===== src/rtl/pc_unit_pkg.sv =====
// Shared definitions for the program-counter unit.
// Default geometry and FSM/source encodings.
package pc_unit_pkg;

  localparam int          PC_BUS_WIDTH    = 32;
  localparam logic [31:0] PC_RESET_VECTOR = 32'h0;
  localparam int          PC_INCR         = 4;
  localparam int          PC_ALIGN_BITS   = 2;

  typedef enum logic [1:0] {
    PC_IDLE,
    PC_PEND_REDIR,
    PC_PEND_TRAP
  } pc_state_e;

  typedef enum logic [1:0] {
    SRC_SEQ,
    SRC_REDIR,
    SRC_TRAP
  } pc_src_e;

endpackage


===== src/rtl/pc_unit_next_sel.sv =====
// Next-PC priority mux and redirect alignment check.
// Priority: new trap > pending trap > new redirect > pending redirect > sequential.
module pc_unit_next_sel
  import pc_unit_pkg::*;
#(
  parameter int BUS_WIDTH  = PC_BUS_WIDTH,
  parameter int INCR       = PC_INCR,
  parameter int ALIGN_BITS = PC_ALIGN_BITS
) (
  input  pc_state_e            state,
  input  logic                 redir_valid,
  input  logic [BUS_WIDTH-1:0] redir_target,
  input  logic                 trap_valid,
  input  logic [BUS_WIDTH-1:0] trap_vec,
  input  logic [BUS_WIDTH-1:0] ptgt,
  input  logic [BUS_WIDTH-1:0] curr_addr,
  output logic [BUS_WIDTH-1:0] trap_tgt,
  output logic [BUS_WIDTH-1:0] target,
  output logic                 misalign
);

  localparam logic [BUS_WIDTH-1:0] STEP = BUS_WIDTH'(INCR);
  localparam logic [BUS_WIDTH-1:0] AMASK =
    {{(BUS_WIDTH-ALIGN_BITS){1'b1}}, {ALIGN_BITS{1'b0}}};

  pc_src_e src;

  assign trap_tgt = trap_vec & AMASK;

  always_comb begin
    src    = SRC_SEQ;
    target = curr_addr + STEP;
    if (trap_valid) begin
      src    = SRC_TRAP;
      target = trap_tgt;
    end else if (state == PC_PEND_TRAP) begin
      src    = SRC_TRAP;
      target = ptgt;
    end else if (redir_valid) begin
      src    = SRC_REDIR;
      target = redir_target;
    end else if (state == PC_PEND_REDIR) begin
      src    = SRC_REDIR;
      target = ptgt;
    end
  end

  assign misalign = (src == SRC_REDIR) &&
                    (target[ALIGN_BITS-1:0] != '0);

endmodule


===== src/rtl/pc_unit.sv =====
// Program-counter unit: fetch PC, next-PC select, pending redirect/trap latch.
// prev_addr keeps the PC of the executing instruction for link/AUIPC/mepc.
module pc_unit
  import pc_unit_pkg::*;
#(
  parameter int                   BUS_WIDTH    = PC_BUS_WIDTH,
  parameter logic [BUS_WIDTH-1:0] RESET_VECTOR = BUS_WIDTH'(PC_RESET_VECTOR),
  parameter int                   INCR         = PC_INCR,
  parameter int                   ALIGN_BITS   = PC_ALIGN_BITS
) (
  input  logic                 clk,
  input  logic                 rst,
  input  logic                 PC_Update,
  input  logic                 redir_valid,
  input  logic [BUS_WIDTH-1:0] redir_target,
  input  logic                 trap_valid,
  input  logic [BUS_WIDTH-1:0] trap_vec,
  output logic [BUS_WIDTH-1:0] curr_addr,
  output logic [BUS_WIDTH-1:0] prev_addr,
  output logic                 pend,
  output logic                 misalign_err,
  output logic [BUS_WIDTH-1:0] misalign_addr
);

  pc_state_e            state_q;
  pc_state_e            state_d;
  logic [BUS_WIDTH-1:0] ptgt_q;
  logic [BUS_WIDTH-1:0] trap_tgt;
  logic [BUS_WIDTH-1:0] target;
  logic                 misalign;
  logic                 take_redir;

  pc_unit_next_sel #(
    .BUS_WIDTH  (BUS_WIDTH),
    .INCR       (INCR),
    .ALIGN_BITS (ALIGN_BITS)
  ) u_sel (
    .state        (state_q),
    .redir_valid  (redir_valid),
    .redir_target (redir_target),
    .trap_valid   (trap_valid),
    .trap_vec     (trap_vec),
    .ptgt         (ptgt_q),
    .curr_addr    (curr_addr),
    .trap_tgt     (trap_tgt),
    .target       (target),
    .misalign     (misalign)
  );

  // A pending trap swallows any new redirect.
  assign take_redir = redir_valid && (state_q != PC_PEND_TRAP);
  assign pend       = (state_q != PC_IDLE);

  always_ff @(posedge clk or posedge rst) begin
    if (rst) state_q <= PC_IDLE;
    else     state_q <= state_d;
  end

  always_comb begin
    state_d = state_q;
    if (PC_Update)       state_d = PC_IDLE;
    else if (trap_valid) state_d = PC_PEND_TRAP;
    else if (take_redir) state_d = PC_PEND_REDIR;
  end

  always_ff @(posedge clk or posedge rst) begin
    if (rst) begin
      curr_addr     <= RESET_VECTOR;
      prev_addr     <= RESET_VECTOR;
      ptgt_q        <= '0;
      misalign_err  <= 1'b0;
      misalign_addr <= '0;
    end else begin
      misalign_err <= 1'b0;
      if (PC_Update) begin
        if (misalign) begin
          misalign_err  <= 1'b1;
          misalign_addr <= target;
        end else begin
          prev_addr <= curr_addr;
          curr_addr <= target;
        end
      end else if (trap_valid) begin
        ptgt_q <= trap_tgt;
      end else if (take_redir) begin
        ptgt_q <= redir_target;
      end
    end
  end

endmodule


===== config.mk =====
export PLATFORM = sky130hd
export DESIGN_NAME = pc_unit
export DESIGN_NICKNAME = d
export VERILOG_FILES = /design/src/rtl/pc_unit_pkg.sv /design/src/rtl/pc_unit_next_sel.sv /design/src/rtl/pc_unit.sv
export SDC_FILE = /design/constraint.sdc
export NUM_CORES = 1
export LEC_CHECK = 0
export ABC_CLOCK_PERIOD_IN_PS = 4100
export BUFFER_PORTS_ARGS = -buffer_cell sky130_fd_sc_hd__buf_2
export CAP_MARGIN = 0
export CELL_PAD_IN_SITES_DETAIL_PLACEMENT = 0
export CELL_PAD_IN_SITES_GLOBAL_PLACEMENT = 1
export CORE_MARGIN = 10
export CORE_UTILIZATION = 35
export DETAILED_ROUTE_END_ITERATION = 10
export GPL_ROUTABILITY_DRIVEN = 0
export PLACE_DENSITY_LB_ADDON = 0.05
export SETUP_SLACK_MARGIN = 0.4
export SLEW_MARGIN = 20
export SYNTH_ARGS = -nofsm -noshare
export SYNTH_HDL_FRONTEND = slang
export SYNTH_SLANG_ARGS = --single-unit

===== constraint.sdc =====
create_clock -name clk -period 4.1 [get_ports clk]
set_input_delay 0.205 -clock clk [delete_from_list [all_inputs] [get_ports clk]]
set_output_delay 0.205 -clock clk [all_outputs]
set_load 0.05 [all_outputs]

==> results of run 1 <==
registers in the layout, indices dropped and copies added (netlist names):
register and cells:
prev_addr 32, misalign_err 1, misalign_addr 32, curr_addr 32
ptgt_q 32, state_q 2
layout by cell type, fill, tap and decap left out, types with 4 or more instances in the layout:
master,instances
buf_2,163
dfrtp_1,131
mux2_2,73
a21oi_1,70
nor2_1,39
nand2_1,32
mux2i_1,29
nand3_1,17
clkbuf_16,17
buf_4,15
inv_1,14
a31oi_1,14
o21ai_0,14
nor3_1,10
o221ai_1,10
and3_1,10
a222oi_1,10
xnor2_1,9
nand4_1,9
o211ai_1,9
a221o_1,8
nor4_1,8
or3_1,6
a22oi_1,6
or4_1,6
a22o_1,6
o41ai_1,5
and3b_1,4
or2_2,4
clkinv_2,4
worst min-delay path, delay by kind of cell:
kind / cells / cell delay [ns]
buffers and inverters: 3 / 0.67
routing by layer:
metal	up-vias	part of all wire [%]	GRT usage (%)
met1	2921	43	21.15
li1	2764	-	-
met3	18	6.5	4.987
met4	2	1.4	4.925
met2	197	49	29.72
met5	-	0.031	0
power by group through the flow:
| stage | sequential, mW | clock, mW | combinational, mW |
|---|---|---|---|
| finish | 1.89 | 1.56 | 2.11 |
| global route | 1.95 | 1.67 | 2.24 |
| CTS | 1.90 | 1.60 | 2.14 |
| detailed placement | 1.92 | 0 | 2.14 |
| global placement | 1.90 | 0 | 2.11 |
| floorplan | 2.86 | 0 | 0.593 |
cell families after synthesis:
group / after synthesis / share of synthesized area, %
compound gates: 173 / 17.11
xor+xnor: 10 / 1.273
fa+ha+maj: 1 / 0.1818
mux: 104 / 16.49
simple gates: 164 / 12.73
flops: 131 / 47.64
buf+inv: 65 / 4.564
worst paths after layout:
path,to,start,slack [ns]
min,ptgt_q[25]$_DFFE_PP0P_,rst,-0.02
max in group asynchronous,curr_addr[13]$_DFFE_PP0P_,rst,3.56
max reg2reg,prev_addr[16]$_DFFE_PP0P_,state_q[1]$_DFFE_PP0P_,0.89
max,prev_addr[16]$_DFFE_PP0P_,state_q[1]$_DFFE_PP0P_,0.89
min in group clk,ptgt_q[5]$_DFFE_PP0P_,redir_target[5],0.06
min reg2reg,prev_addr[22]$_DFFE_PP0P_,prev_addr[22]$_DFFE_PP0P_,0.49
synth_stat cells, drive strengths merged, types with 9 or more instances:
cell	instances	share of area [%]
nand2	32	1.7
clkbuf	30	1.6
xnor2	9	1.1
nand4	10	1.0
a31oi	14	1.3
dfrtp	131	48
nor2	40	2.2
buf	19	2.1
o221ai	10	1.3
nor3	12	1.0
inv	15	0.82
o211ai	9	0.98
and3	10	0.91
o21ai	14	1.0
mux2	75	12
a222oi	10	1.5
nand3	17	1.2
a21oi	71	5.3
mux2i	29	4.2
final cells by class:
| type | instances | share of cell area [%] |
|---|---|---|
| multi-input combinational | 452 | 38.54 |
| sequential | 131 | 38.28 |
| timing repair buffer | 181 | 11.54 |
| clock buffer | 18 | 5.128 |
| tap | 265 | 3.871 |
| clock inverter | 13 | 1.870 |
| inverter | 16 | 0.7451 |
| antenna | 1 | 0.02922 |
==> summary.txt, run 1 <==
STA
  – Setup total negative slack: 0 ns
  – Max Fclk: 0.3118 GHz
  – Slew headroom: 31.03%
  – Max-slew violation count: 0
  – Final worst slack: slightly below 0.9 ns
  – Worst-Margin Slew: 1.029 ns
  – Unrepaired setup endpoints after global routing: false
  – Hold Violations, Final: 4
  – Final-report setup violation count: 0
  – Clock skew: slightly above 0.009 ns
  – Final worst-path cycle share: 78.22%
  – Crit path time final: 3.207 ns
  – Final hold slack: -0.02378 ns

Clock network
  – Clock buffer depth: 2
  – CTS clk-pin slew, worst paths: about 0.060 ns
  – CTS sink count: between 100 and 150
  – Clk Latency, worst-skew pair: 0.42 ns
  – Post-CTS Hold Buffers: 0
  – Post_cts resized: 0
  – TritonCTS Buffers: 17
  – CTS tree: done
  – H-Tree Depth: 4
  – CTS root buf: clkbuf_16
  – Post-CTS setup buffer count: 0

Layout
  – Synth-to-layout area growth: 24.48%
  – Final instance area: approximately 8600 sq um
  – Layout cells sized above 1: between 30% and 40%
  – Multi-input logic area: about 3300 sq um
  – Cell Count, Final, Fillers Out: 1077
  – Final-layout fill cell count: between 1500 and 2000
  – Nets: 869
  – Reg area: about 3300 sq um
  – Finished Core Util: 44.15%

Placement
  – Placed inst area: 7963 sq um
  – Port Buf Inserts: between 150 and 200
  – Placed cells: roughly 1000
  – Detailed Place HPWL: about 16 mm
  – Place WS: 0.9205 ns

Critical path
  – WP data arrival: approximately 3.5 ns
  – CP Launch Type: flop
  – CP Max Fanout: 28
  – Critical path cell sequence: nand2b_1, a31oi_1, nand4_1, buf_4, a21oi_4, buf_12, mux2_2
  – R2R depth: 7
  – Critical path's slowest cell: dfrtp_1
  – Crit path required time: 4.39 ns
  – Levels on crit path: 7
  – Cell family with most CP delay: compound AO/OA/AOI/OAI gates
  – CP Capture Type: flop
  – CP bufs+invs: 2
  – Slowest stage delay, CP: approximately 0.65 ns
  – Worst Setup Path Type: reg2reg

Global routing
  – Antenna violations before repair: 2
  – Vias in the first global route: 6149
  – Gr usage total: between 10% and 20%
  – Total gr overflow: 0
  – Largest net degree at the start of global routing: roughly 130
  – First-pass GRT wire length: 35.78 mm

Logic synthesis
  – Gate Count Post-Synth: about 650
  – Post-Syn Area per Cell: 10.62 sq um
  – Cell variety after synth: 62
  – Dominant synthesized flop cell: dfrtp_1
  – Seq/Total Area, Yosys: between 40% and 50%
  – Flops & latches, synth: 131
  – Synth Net Count: slightly above 700
  – Post-synthesis cell area: roughly 7000 sq um
  – Ys async rst share: 100.0%
  – YS warnings: 0
  – Post-synth EDFFs: 0

Routing
  – DR vias/cell: about 5.5
  – Average wire per standard cell: 21.13 um
  – DRT iter0 DRCs: about 380
  – WL final: around 23 mm
  – ANT nets after route: 0
  – DRT Pass-1 Iters: 7
  – Drt drc: 0
  – Via count: just under 6000

Power and ir drop
  – Max IR drop VDD: slightly above 0.0003 V
  – Clock Power Share: ~28%
  – Sw frac: a little over two fifths
  – Internal: ~3.2 mW
  – Power, Total: about 5.6 mW
  – Logic pwr share: ~38%
  – Pwr/cell area: roughly 650 nW/um^2
  – Lkg Pwr: 3.830 nW
  – Switching power: around 2.4 mW
  – Power share of the sequential group: 34.0%

Floorplan
  – Die Wd: between 150 and 200 um
  – Die Area: between 20000 and 30000 sq um
  – Row count: 51
  – Boundary Pins: approximately 170
  – Die Ht: around 160 um
  – Initial Util: 35.47%
  – Core area: between 15000 and 20000 sq um

Status
  – Violated checks: hold timing
  – Outcome: finished with violations

Worst hold path
  – Hold WC Path Type: in2async

Job
  – Max capacitance violation total: 0
Power figures use the tool's default switching activity.
==> run 2, diff against run 1 <==
--- a/config.mk
+++ b/config.mk
@@ -5,7 +5,7 @@
 export SDC_FILE = /design/constraint.sdc
 export NUM_CORES = 1
 export LEC_CHECK = 0
-export ABC_CLOCK_PERIOD_IN_PS = 4100
+export ABC_CLOCK_PERIOD_IN_PS = 2630
 export BUFFER_PORTS_ARGS = -buffer_cell sky130_fd_sc_hd__buf_2
 export CAP_MARGIN = 0
 export CELL_PAD_IN_SITES_DETAIL_PLACEMENT = 0
==> constraint.sdc (replaced) <==
create_clock -name clk -period 2.63 [get_ports clk]
set_input_delay 0.1315 -clock clk [delete_from_list [all_inputs] [get_ports clk]]
set_output_delay 0.1315 -clock clk [all_outputs]
set_load 0.05 [all_outputs]
==> run 2 against run 1 <==
The run now ends clean. Combinational power increased by 70%. Power increased by 61%. Clock-buffer cell count unchanged. Critical path depth increased by 1. First-iteration DRC count decreased by 22%. Register-to-register slack got worse by 0.54 ns. Fmax increased by 41%. Via count increased by 7.3%. Flip-flop and latch count unchanged. Wire length increased by 9.7%. Final area increased by 12%. Critical endpoint is now curr_addr[3]$_DFFE_PP0P_.
==> summary.txt, run 2 (synthesis gave the netlist of run 1 again) <==
Status
  – Outcome: completed

Layout
  – Cell Count, Final, Fillers Out: 1150 (+6.8%)
  – Leading cell type in the layout, fill and taps excluded: buf_2
  – Synth-to-layout area growth: 39.41%
  – Multi-input logic area: 3556 sq um (+7.7%)
  – Commonest non-fill, non-tap cells in the layout: buf_2, dfrtp_1, a21oi_1, buf_4, mux2_2
  – Nets: 939 (+8.1%)
  – Layout cells sized above 1: 45.12% (+8.1 points)
  – Reg area: 3303 sq um (+0.76%)
  – Final-layout fill cell count: 1881 (-4.7%)
  – Finished Core Util: 49.45% (+5.3 points)
  – Final instance area: 9592 sq um (+12%)

Power and ir drop
  – Pwr/cell area: 932.6 nW/um^2 (+44%)
  – Max IR drop VDD: 0.0004885 V (+61%)
  – Switching power: 3.877 mW (+62%)
  – Lkg Pwr: 4.319 nW (+13%)
  – Power share of the sequential group: 33.2% (-0.8 points)
  – Clock Power Share: 26.8% (-1.3 points)
  – Internal: 5.069 mW (+60%)
  – Sw frac: 43.34% (+0.18 points)
  – Power, Total: 8.945 mW (+61%)
  – Logic pwr share: 40.0% (+2.1 points)

Clock network
  – CTS tree: done
  – Clk Latency, worst-skew pair: 0.43 ns (about the same)
  – Clock buffer depth: 2 (unchanged)
  – CTS root buf: clkbuf_16
  – TritonCTS Buffers: 17 (unchanged)
  – CTS sink count: 131 (unchanged)
  – H-Tree Depth: 4 (unchanged)
  – CTS clk-pin slew, worst paths: 0.06 ns (about the same)

Placement
  – Placed cells: 1059 (+1.3%)
  – Place WS: 0.2630 ns (-0.6576 ns)
  – Detailed Place HPWL: 16.26 mm (+1.3%)
  – Placed inst area: 8144 sq um (+2.3%)
  – Port Buf Inserts: 164 (unchanged)

STA
  – Final worst slack: 0.3532 ns (-0.5399 ns)
  – Slew headroom: 45.42% (+14 points)
  – Worst-Margin Slew: 0.8125 ns (-0.2165 ns)
  – Hold Violations, Final: 0 (-4)
  – Final worst-path cycle share: 86.57% (+8.4 points)
  – Setup total negative slack: 0 ns (unchanged)
  – Max Fclk: 0.4392 GHz (+41%)
  – Final hold slack: 0.02050 ns (+0.04428 ns)
  – Crit path time final: 2.277 ns (-0.9301 ns)
  – Final-report setup violation count: 0 (unchanged)
  – Unrepaired setup endpoints after global routing: true
  – Clock skew: 0.009771 ns (+0.0007001 ns)
  – Max-slew violation count: 0 (unchanged)

Critical path
  – R2R depth: 8 (+1)
  – Worst Setup Path Type: reg2reg
  – CP Max Fanout: 7 (-75%)
  – RR Endpoint: curr_addr[3]$_DFFE_PP0P_
  – Crit path required time: 2.93 ns (-1.46 ns)
  – Reg2reg setup slack: 0.35 ns (-0.54 ns)
  – CP Launch Type: flop
  – Reg-to-reg startpoint: state_q[1]$_DFFE_PP0P_
  – CP Capture Type: flop
  – WP data arrival: 2.58 ns (-0.92 ns)

Floorplan
  – Core area: 19400 sq um (unchanged)
  – Die Area: 25670 sq um (unchanged)
  – Initial Util: 35.47% (unchanged)
  – Die Wd: 160.2 um (unchanged)
  – Die Ht: 160.2 um (unchanged)
  – Row count: 51 (unchanged)
  – Boundary Pins: 167 (unchanged)

Global routing
  – First-pass GRT wire length: 36.91 mm (+3.2%)
  – Total gr overflow: 0 (unchanged)
  – Vias in the first global route: 6498 (+5.7%)
  – Largest net degree at the start of global routing: 132 (unchanged)
  – Gr usage total: 18.10% (+0.60 points)
  – Antenna violations before repair: 3 (+1)

Routing
  – Drt drc: 0 (unchanged)
  – Via count: 6330 (+7.3%)
  – DRT Pass-1 Iters: 6 (-1)
  – Average wire per standard cell: 21.71 um (+2.8%)
  – DR vias/cell: 5.504 (+0.44%)
  – ANT nets after route: 0 (unchanged)
  – DRT iter0 DRCs: 297 (-22%)
  – WL final: 24.97 mm (+9.7%)

Worst hold path
  – Hold path depth: 3
  – Hold WC Path Type: in2reg
  – Hold wc startpoint: trap_vec[25]
  – Hold path endpoint: ptgt_q[25]$_DFFE_PP0P_

Job
  – Max capacitance violation total: 0 (unchanged)
[run 2: power groups by stage]
stage	clock network, mW	registers, mW	logic (mW)
floorplan	0	4.48	0.927
global placement	0	2.97	3.34
detailed placement	0	3.00	3.37
CTS	2.45	2.97	3.42
global route	2.54	3.06	3.79
finish	2.40	2.97	3.58
[run 2: worst max path at each step]
| stage | start | end | depth (start not counted) |
|---|---|---|---|
| 3_5_place_dp | state_q[0]$_DFFE_PP0P_ | misalign_addr[2]$_DFFE_PP0P_ | 6 |
| 3_3_place_gp | curr_addr[6]$_DFFE_PP0P_ | misalign_addr[20]$_DFFE_PP0P_ | 5 |
| 2_1_floorplan | curr_addr[6]$_DFFE_PP0P_ | misalign_addr[20]$_DFFE_PP0P_ | 6 |
| 5_1_grt | state_q[1]$_DFFE_PP0P_ | curr_addr[3]$_DFFE_PP0P_ | 8 |
| 4_1_cts | state_q[0]$_DFFE_PP0P_ | prev_addr[26]$_DFFE_PP0P_ | 7 |
| 6_report | state_q[1]$_DFFE_PP0P_ | curr_addr[3]$_DFFE_PP0P_ | 8 |
[run 2: routing by layer]
| layer | wire [um] | vias up | GRT usage (%) |
|---|---|---|---|
| li1 | - | 2906 | - |
| met1 | 10960 | 3202 | 22.15 |
| met2 | 12250 | 190 | 30.00 |
| met3 | 1278 | 32 | 4.704 |
| met4 | 480 | 0 | 6.720 |
| met5 | 0 | - | 0 |
[run 2: final cells by class]
cell class              instances  share of cell area, %
flip-flops and latches        131                  34.44
diodes                          3                0.07827
clock inverters                14                  1.591
multi-input cells             453                  37.07
well taps                     265                  3.457
clock buffers                  18                  4.579
repair buffers                250                  18.12
inverters                      16                 0.6653
[run 2: what timing repair did]
action / in CTS / in global routing
hold buffers: 13 / 0
hold endpoints to repair: 138 / 0
setup endpoints to repair: 87 / 83
cloned: 2 / 6
buffers inserted: 10 / 25
gates resized for setup: 13 / 48
pin swaps: 2 / 11
[run 2: worst max-delay path: stages, from the launching register on]
cell	delay [ns]
dfrtp_2	0.45
buf_12	0.14
xnor2_4	0.14
a32oi_2	0.27
nand4_1	0.21
a21oi_4	0.27
buf_12	0.18
clkbuf_16	0.19
mux2_4	0.30
==> run 3, diff against run 2 <==
--- a/config.mk
+++ b/config.mk
@@ -8,12 +8,13 @@
 export ABC_CLOCK_PERIOD_IN_PS = 2630
 export BUFFER_PORTS_ARGS = -buffer_cell sky130_fd_sc_hd__buf_2
 export CAP_MARGIN = 0
-export CELL_PAD_IN_SITES_DETAIL_PLACEMENT = 0
+export CELL_PAD_IN_SITES_DETAIL_PLACEMENT = 1
 export CELL_PAD_IN_SITES_GLOBAL_PLACEMENT = 1
 export CORE_MARGIN = 10
 export CORE_UTILIZATION = 35
 export DETAILED_ROUTE_END_ITERATION = 10
 export GPL_ROUTABILITY_DRIVEN = 0
+export MAX_ROUTING_LAYER = met4
 export PLACE_DENSITY_LB_ADDON = 0.05
 export SETUP_SLACK_MARGIN = 0.4
 export SLEW_MARGIN = 20
==> run 3 against run 2 <==
Sequential power is essentially flat. Via count up 0.39%. Global-route usage is 2.3 points higher. Final area decreased by 1.9%. Critical path depth is the same. Critical endpoint is now prev_addr[26]$_DFFE_PP0P_. Highest routed layer unchanged.
==> summary.txt, run 3 (synthesis gave the netlist of run 1 again) <==
STA
  – Worst-Margin Slew: 0.8522 ns (+0.03975 ns)
  – Max Fclk: 0.4479 GHz (+2.0%)
  – Final worst-path cycle share: 84.90% (-1.7 points)
  – Hold Violations, Final: 0 (unchanged)
  – Crit path time final: 2.233 ns (-0.04400 ns)
  – Final worst slack: 0.3972 ns (+0.04400 ns)
  – Final-report setup violation count: 0 (unchanged)
  – Clock skew: 0.01037 ns (+0.0005998 ns)
  – Max-slew violation count: 0 (unchanged)
  – Unrepaired setup endpoints after global routing: true
  – Setup total negative slack: 0 ns (unchanged)
  – Slew headroom: 42.75% (-2.7 points)

Critical path
  – Slowest stage delay, CP: 0.44 ns (about the same)
  – Reg-to-reg startpoint: state_q[1]$_DFFE_PP0P_
  – WP data arrival: 2.54 ns (-0.04 ns)
  – RR Endpoint: prev_addr[26]$_DFFE_PP0P_
  – Worst Setup Path Type: reg2reg
  – R2R depth: 8 (unchanged)
  – CP Capture Type: flop
  – CP bufs+invs: 3 (unchanged)
  – Critical path's slowest cell: dfrtp_2
  – CP Max Fanout: 18 (+11)
  – Crit path required time: 2.94 ns (about the same)
  – Reg2reg setup slack: 0.40 ns (+0.04 ns)
  – CP Launch Type: flop
  – Cell family with most CP delay: buffers and inverters
  – Critical path cell sequence: buf_6, and3b_1, a31oi_2, nand4_1, a21oi_4, buf_4, buf_12, mux2_2

Clock network
  – TritonCTS Buffers: 17 (unchanged)
  – Clock buffer depth: 2 (unchanged)
  – Clk Latency, worst-skew pair: 0.43 ns (about the same)
  – H-Tree Depth: 4 (unchanged)
  – CTS root buf: clkbuf_16
  – CTS tree: done
  – CTS sink count: 131 (unchanged)
  – CTS clk-pin slew, worst paths: 0.06 ns (about the same)

Global routing
  – Total gr overflow: 0 (unchanged)
  – Gr usage total: 20.37% (+2.3 points)
  – Largest net degree at the start of global routing: 132 (unchanged)
  – Vias in the first global route: 6997 (+7.7%)
  – First-pass GRT wire length: 40.42 mm (+9.5%)
  – Antenna violations before repair: 1 (-2)

Layout
  – Layout cells sized above 1: 44.02% (-1.1 points)
  – Final instance area: 9413 sq um (-1.9%)
  – Commonest non-fill, non-tap cells in the layout: buf_2, dfrtp_1, a21oi_1, mux2_2, buf_4
  – Cell Count, Final, Fillers Out: 1136 (-1.2%)
  – Leading cell type in the layout, fill and taps excluded: buf_2
  – Synth-to-layout area growth: 36.81%
  – Nets: 927 (-1.3%)

Worst hold path
  – Hold wc startpoint: redir_target[11]
  – Hold path depth: 3 (unchanged)
  – Hold path endpoint: ptgt_q[11]$_DFFE_PP0P_
  – Hold WC Path Type: in2reg

Floorplan
  – Die Area: 25670 sq um (unchanged)
  – Die Wd: 160.2 um (unchanged)
  – Core area: 19400 sq um (unchanged)
  – Die Ht: 160.2 um (unchanged)
  – Row count: 51 (unchanged)
  – Boundary Pins: 167 (unchanged)
  – Initial Util: 35.47% (unchanged)

Routing
  – DRT Pass-1 Iters: 8 (+2)
  – ANT nets after route: 0 (unchanged)
  – DR vias/cell: 5.594 (+1.6%)
  – Average wire per standard cell: 23.21 um (+6.9%)
  – WL final: 26.37 mm (+5.6%)
  – DRT iter0 DRCs: 297 (unchanged)
  – Drt drc: 0 (unchanged)
  – Via count: 6355 (+0.39%)

Placement
  – Place WS: 0.2512 ns (-0.01175 ns)
  – Port Buf Inserts: 164 (unchanged)
  – Placed cells: 1059 (unchanged)
  – Detailed Place HPWL: 17.46 mm (+7.4%)
  – Placed inst area: 8144 sq um (unchanged)

Status
  – Outcome: completed

Power and ir drop
  – Pwr/cell area: 966.8 nW/um^2 (+3.7%)
  – Lkg Pwr: 4.226 nW (-2.1%)
  – Max IR drop VDD: 0.0005945 V (+22%)
  – Power, Total: 9.100 mW (+1.7%)

Job
  – Max capacitance violation total: 0 (unchanged)
-- run 3: worst max path at each step --
stage | startpoint | to | slack, ns | depth (start not counted)
3_5_place_dp | state_q[0]$_DFFE_PP0P_ | misalign_addr[5]$_DFFE_PP0P_ | 0.25 | 6
2_1_floorplan | curr_addr[6]$_DFFE_PP0P_ | misalign_addr[20]$_DFFE_PP0P_ | 0.40 | 6
6_report | state_q[1]$_DFFE_PP0P_ | prev_addr[26]$_DFFE_PP0P_ | 0.40 | 8
4_1_cts | state_q[0]$_DFFE_PP0P_ | prev_addr[26]$_DFFE_PP0P_ | 0.41 | 8
5_1_grt | curr_addr[5]$_DFFE_PP0P_ | curr_addr[21]$_DFFE_PP0P_ | 0.31 | 7
3_3_place_gp | curr_addr[6]$_DFFE_PP0P_ | misalign_addr[20]$_DFFE_PP0P_ | 0.31 | 5
-- run 3: routing by layer --
| layer | share of wire (%) | vias to the layer above | global-route usage, % | wire length, um |
|---|---|---|---|---|
| li1 | - | 2869 | - | - |
| met5 | 0 | - | - | 0 |
| met2 | 50 | 161 | 33.97 | 13310 |
| met3 | 3.7 | 32 | 4.190 | 967 |
| met1 | 44 | 3293 | 24.21 | 11590 |
| met4 | 1.9 | 0 | 6.469 | 501 |
-- run 3: final cells by class --
| type | count | area (sq um) |
|---|---|---|
| clock buffers | 20 | 456.7 |
| multi-input cells | 452 | 3462 |
| fillers | 2234 | 9986 |
| clock inverters | 12 | 178.9 |
| inverters | 16 | 63.81 |
| well taps | 265 | 331.6 |
| diodes | 1 | 2.502 |
| repair buffers | 239 | 1613 |
| flip-flops and latches | 131 | 3304 |
-- run 3: worst reg2reg max path: stages, from the launching register on --
cell and delay, ns:
dfrtp_2 0.44, buf_6 0.15, and3b_1 0.17, a31oi_2 0.21, nand4_1 0.22, a21oi_4 0.25
buf_4 0.16, buf_12 0.16, mux2_2 0.36
-- run 3: repair_timing --
action | in CTS | in global routing
pin swaps | 5 | 3
gates cloned | 4 | 3
resized for setup | 21 | 24
setup endpoints to repair | 87 | 76
buffers inserted | 14 | 10
hold buffers | 13 | 0
endpoints found under the hold margin | 123 | 0
-- run 3: report_power, final --
part	total (mW)	switching (mW)	internal (mW)	leakage, nW
sequential	2.99	0.452	2.54	1.55
clock	2.58	0.939	1.64	0.315
combinational	3.52	2.49	1.03	2.36
total	9.10	3.88	5.22	4.23
-- run 3: through the flow --
| stage | utilization (%) | hold WS (ns) |
|---|---|---|
| floorplan | - | 0.2763 |
| global placement | 41.98 | 0.3853 |
| detailed placement | 41.98 | 0.4038 |
| CTS | 47.30 | 0.0009445 |
| global route | 48.52 | 0.01079 |
| finish | 48.52 | 0.01002 |
